==> config.mk <==
export PLATFORM = sky130hd
export DESIGN_NAME = io_port_ctrl
export DESIGN_NICKNAME = d
export VERILOG_FILES = /design/src/rtl/io_port_ctrl.sv
export SDC_FILE = /design/constraint.sdc
export NUM_CORES = 1
export LEC_CHECK = 0
export ABC_AREA = 1
export CORE_MARGIN = 10
export CORE_UTILIZATION = 50
export DETAILED_ROUTE_END_ITERATION = 12
export PLACE_DENSITY = 0.78
export SLEW_MARGIN = 20
export SYNTH_ARGS = -nofsm -noshare
export SYNTH_HDL_FRONTEND = slang
export SYNTH_SLANG_ARGS = --single-unit
==> constraint.sdc <==
create_clock -name clk -period 1.96 [get_ports clk]
set_input_delay 0.196 -clock clk [delete_from_list [all_inputs] [get_ports clk]]
set_output_delay 0.196 -clock clk [all_outputs]
set_load 0.02 [all_outputs]
==> src/rtl/io_port_ctrl.sv <==
// External I/O port controller: input FIFO feeding the register-file IN port,
// and a valid/ready output holding register loaded from R3 on each OUT request.
module io_port_ctrl #(
  parameter int WIDTH = 4,
  parameter int DEPTH = 4,
  parameter int CW    = 3
) (
  input  logic             clk,
  input  logic             reset,
  input  logic [WIDTH-1:0] ext_in_data,
  input  logic             ext_in_valid,
  output logic             ext_in_ready,
  input  logic             in_req,
  output logic [WIDTH-1:0] InD,
  output logic             InE,
  output logic             in_stall,
  input  logic [WIDTH-1:0] OutD,
  input  logic             out_req,
  output logic             out_stall,
  output logic [WIDTH-1:0] ext_out_data,
  output logic             ext_out_valid,
  input  logic             ext_out_ready,
  output logic [CW-1:0]    fifo_count
);

  localparam int AW = $clog2(DEPTH);

  logic [WIDTH-1:0] mem [DEPTH];
  logic [AW-1:0]    wr_ptr_reg;
  logic [AW-1:0]    rd_ptr_reg;
  logic [CW-1:0]    count_reg;
  logic [WIDTH-1:0] in_data_reg;
  logic             in_en_reg;
  logic [WIDTH-1:0] out_data_reg;
  logic             out_valid_reg;

  logic push;
  logic pop;
  logic capture_ok;

  assign ext_in_ready  = (count_reg != CW'(DEPTH));
  assign push          = ext_in_valid & ext_in_ready;
  assign pop           = in_req & (count_reg != '0);
  assign in_stall      = in_req & (count_reg == '0);
  assign capture_ok    = ~out_valid_reg | ext_out_ready;
  assign out_stall     = out_req & out_valid_reg & ~ext_out_ready;

  assign fifo_count    = count_reg;
  assign InD           = in_data_reg;
  assign InE           = in_en_reg;
  assign ext_out_data  = out_data_reg;
  assign ext_out_valid = out_valid_reg;

  // Storage is left uninitialised on reset so it maps onto block RAM.
  always_ff @(posedge clk) begin
    if (push) begin
      mem[wr_ptr_reg] <= ext_in_data;
    end
  end

  always_ff @(posedge clk) begin
    if (reset) begin
      wr_ptr_reg  <= '0;
      rd_ptr_reg  <= '0;
      count_reg   <= '0;
      in_data_reg <= '0;
      in_en_reg   <= 1'b0;
    end else begin
      in_en_reg <= pop;
      if (push) begin
        wr_ptr_reg <= wr_ptr_reg + AW'(1);
      end
      if (pop) begin
        in_data_reg <= mem[rd_ptr_reg];
        rd_ptr_reg  <= rd_ptr_reg + AW'(1);
      end
      if (push && !pop) begin
        count_reg <= count_reg + CW'(1);
      end else if (pop && !push) begin
        count_reg <= count_reg - CW'(1);
      end
    end
  end

  // A handshake and a new request in the same cycle reload back-to-back.
  always_ff @(posedge clk) begin
    if (reset) begin
      out_data_reg  <= '0;
      out_valid_reg <= 1'b0;
    end else if (out_req && capture_ok) begin
      out_data_reg  <= OutD;
      out_valid_reg <= 1'b1;
    end else if (out_valid_reg && ext_out_ready) begin
      out_valid_reg <= 1'b0;
    end
  end

endmodule

# After elaboration in Yosys (flattened, before gate mapping)
# Memories as Yosys holds them, arrays and structs flattened. A register that Yosys moved wholly into a read port is not among the register bits.
# Index checks and enable logic that the tools add are counted.
[op_classes]
add_sub_neg = 4
eq_ne = 1
mux = 6
bitwise = 8
reduce_logical = 10
[ops]
columns = ["operator", "n"]
rows = [
  ["2-to-1 mux 3 bit", 2],
  ["AND 1 bit", 5],
  ["adder 2 x 1 -> 2 bit (second input constant)", 2],
  ["logical AND 1 bit", 4],
  ["2-to-1 mux 1 bit", 4],
  ["nonzero test 2 bit", 2],
  ["adder 3 x 1 -> 3 bit (second input constant)", 1],
  ["logical NOT 3 bit", 1],
  ["inequality test 3 bit (second input constant)", 1],
  ["nonzero test 3 bit", 1],
  ["subtractor 3 x 1 -> 3 bit (second input constant)", 1],
  ["logical NOT 1 bit", 2],
  ["NOT 1 bit", 2],
  ["bitwise OR 1 bit", 1],
]
[totals]
reg_bits = 13
ram_bits = 16
in_bits = 14
output_inout_bits = 16
elab_cells = 36
n_memories = 1
[mem_list]
columns = ["name", "depth", "width", "rd", "rd_ports_with_merged_regs", "wr", "line_no", "source"]
rows = [
  ["mem", 4, 4, 1, 1, 1, "28", "logic [WIDTH-1:0] mem [DEPTH];"],
]

# Logic depth before layout (Yosys ltp)
[depth]
ltp_word = 6
mapped_depth = 13

# Worst setup path before layout
# Ideal clock, no wire load.
[synth_timing]
path_type = "reg2reg"
from = "register count_reg[0], in the netlist fifo_count[0]"
to = "register count_reg[2], in the netlist fifo_count[2]"
setup_time_ps = 113
arrival_ps = 1884
required_time_ps = 1847
setup_slack_ps = -37
path_stages_with_launch = 14
period_less_slack_ps = 1997
cell_sequence = "dfxtp_1 nor2_2 nand2_1 nand2_2 inv_1 ha_1 inv_1 fa_1 inv_1 nand2_1 nand3_1 nand2_1 nand2_1 nor2_1"
[synth_via]
elab_chain_cells = 5
[synth_lines]
columns = ["element", "line_no", "source"]
rows = [
  ["start: declaration", "31", "logic [CW-1:0] count_reg;"],
  ["start signal: assignment", "78", "count_reg <= count_reg + CW'(1);"],
  ["start signal: assignment", "80", "count_reg <= count_reg - CW'(1);"],
  ["inequality test 3 bit *", "41", "assign ext_in_ready = (count_reg != CW'(DEPTH));"],
  ["via ext_in_ready", "12", "output logic ext_in_ready,"],
  ["AND 1 bit *", "42", "assign push = ext_in_valid & ext_in_ready;"],
  ["via push", "37", "logic push;"],
  ["logical NOT 1 bit", "79", "end else if (pop && !push) begin"],
  ["logical AND 1 bit", "79", ""],
  ["nonzero test 2 bit (no source line)", "-", ""],
]
# The timed path passes the listed nets; every way through them passes the cells marked *. The select of a mux whose other input is x is not followed.
# A chain may end at the register's enable or synchronous reset.

# Worst setup path after layout
[layout_timing]
from = "register count_reg[0], in the netlist fifo_count[0]"
to = "register count_reg[2], in the netlist fifo_count[2]"
[layout_via]
elab_chain_cells = 5
[layout_lines]
columns = ["element", "line_no"]
rows = [
  ["inequality test 3 bit *", "41"],
  ["AND 1 bit *", "42"],
  ["via push", "37"],
  ["logical NOT 1 bit", "79"],
  ["logical AND 1 bit", "79"],
  ["nonzero test 2 bit (no source line)", "-"],
]
# Marks and branches as above.

==> reports/qor.csv <==
metric,value,unit
numCtsBuffers,5,
netlist_instances,178,
clockBufferDepth,2,
critPathMostFrequentCell,nand2_1,
num_rows,19,
cp_slowest_stage_delay,0.39,ns
largest_register_ffs,16,
path_class,reg -> reg,
syn_to_final_growth,25.0,%
syn_area_per_cell,8.39,µm²
design_area,0.00187,mm²
port_buffers,29,
grt_overflow,0,
io_pins,30,
cts_tree,built,
clock_skew,0.00715,ns
synth_edf_count,16,
grt_pass1_vias,1171,
status,completed,
setup_violations,0,
drt-met1-wl,1250,µm
arrival,2.02,ns
final_util,66.6,%
drt-initial-drc-count,39,
cpLargestDelayFamily,simple AND/OR/NAND/NOR gates,
pre_cts_ws,0.0707,ns
final_nets,233,
grt_max_degree,14,
firstDrtPassIters,4,
power.density,1180,mW/mm²
n_antenna_cell,0,
syn-cell-area,0.00149,mm²
nFillCells,237,
finalHoldViolations,0,
wl_met2,1610,µm
wl,3130,µm
ys_dominant_reg_cell,dfxtp_1,
ys_seq_area_share,54.9,%
top_layer,met4,
htree_levels,2,
clock-sinks,33,
multi_input_area,507,µm²
yosysTopAreaCellShare,32.2,%
path_clk_slew,0.09,ns
synth_nets,198,
min_period,1.75,ns
max-slew-margin-rel,72.2,%
clock.fmax,0.573,GHz
drv_cap,0,
seq_area,823,µm²
die_h,74.7,µm
crit_required,2.24,ns
cts_setup_buffers,0,
cp.buffers_inverters,2,
synth-seq-cells,33,
final_cells,245,
finalSetupTns,0,ns
viasPerCell,4.80,
grtUsageTotal,11.6,%
die_width,74.7,µm
ys.warnings.count,0,
ys_async_sr_fraction,0,%
crit_fanout,5,
met3_length,231,µm
power.leakage,0.870,nW
postCtsResizedCells,0,
antenna_found_initial,0,
drc,0,
initial_core_util,53.3,%
ys_top_cells_by_count,"nand2_1, inv_1, nor2_1",
vdd_ir_drop_max,0.000696,V
rsz0062_at_grt,false,
ys_types,18,
drv_slew,0,
hp-class,in -> reg,
path_cells,nor2_2 > nand2_1 > nand2_2 > inv_1 > ha_1 > inv_1 > fa_1 > nand2_1 > nand3_1 > nand2_1 > nand2_1 > nor2_1,
drive_above_1_share,7.94,%
cp_slowest_cell,dfxtp_2,
wl_per_cell,12.8,µm
insertion_delay,0.33,ns
period_share,89.1,%
layout_setup_ws,0.214,ns
antenna_left,0,
worst-slew-pin-transition,0.416,ns
core,0.00281,mm²
holdBufCountCts,0,
total_power,2.21,mW
root_buffer,clkbuf_4,
synth_top_area_cell,edfxtp_1,
grt_pass1_wl,4920,µm
dpl_cell_area,0.00182,mm²
ys_top_cells_by_area,"edfxtp_1, dfxtp_1, nand2_1, inv_1, nor2_1",
end_kind,flip-flop,
gp_congestion,0.771,
synth.most_common_cell,nand2_1,
dp_cells,237,
fin_hold_ws,0.467,ns
dieArea,0.00557,mm²
vias,1175,
top_register,mem,
worst_setup_path_start_kind,flip-flop,
hpwlAfterDp,2430,µm
report_power, final:
| part | total [mW] | switching (mW) | internal (mW) | leakage [nW] |
|---|---|---|---|---|
| clock | 0.358 | 0.215 | 0.143 | 0.0265 |
| combinational | 0.892 | 0.523 | 0.370 | 0.556 |
| sequential | 0.955 | 0.102 | 0.854 | 0.288 |
| total | 2.21 | 0.839 | 1.37 | 0.870 |
layout make-up:
class                      instances  area share, %
clock buffer                       8           2.61
timing repair buffer              31           16.5
multi-input combinational        104           27.1
tap                               31           2.08
inverter                          38           7.64
sequential                        33           44.1
worst min-delay path: cells and delay by family:
family | cells | cell delay, ns
AOI/OAI and AO/OA | 1 | 0.07
buffers and inverters | 2 | 0.50
path summary, 6_finish.rpt:
check,start,end,slack (ns),cells after the start
max,fifo_count[0],fifo_count[2],0.21,12
min,out_req,ext_out_valid,0.47,3
max reg2reg,fifo_count[0],fifo_count[2],0.21,12
min reg2reg,ext_out_data[0],ext_out_data[0],0.50,2
kinds of logic after synthesis:
logic type | share of synthesized area [%]
AOI/OAI and AO/OA | 4.52
and+or+nand+nor | 23.9
buffers and inverters | 11.1
DFF | 54.9
adders and majority gates | 5.53
placed cells by master, fill, tap and decap left out:
cell type,n
a21oi_1,2
a21oi_2,2
buf_4,2
clkbuf_1,3
clkbuf_4,5
clkdlybuf4s50_1,28
clkinv_1,1
dfxtp_1,15
dfxtp_2,2
dlymetal6s2s_1,1
edfxtp_1,16
fa_1,1
ha_1,5
inv_1,37
nand2_1,38
nand2_2,4
nand2_4,1
nand3_1,11
nor2_1,31
nor2_2,1
o21ai_0,8
layer usage:
metal / up-vias / track usage (%)
met5: - / 0
met4: 0 / 3.99
met1: 533 / 11.3
met3: 4 / 5.65
met2: 29 / 20.8
li1: 609 / -
(Power assumes the default switching activity.)
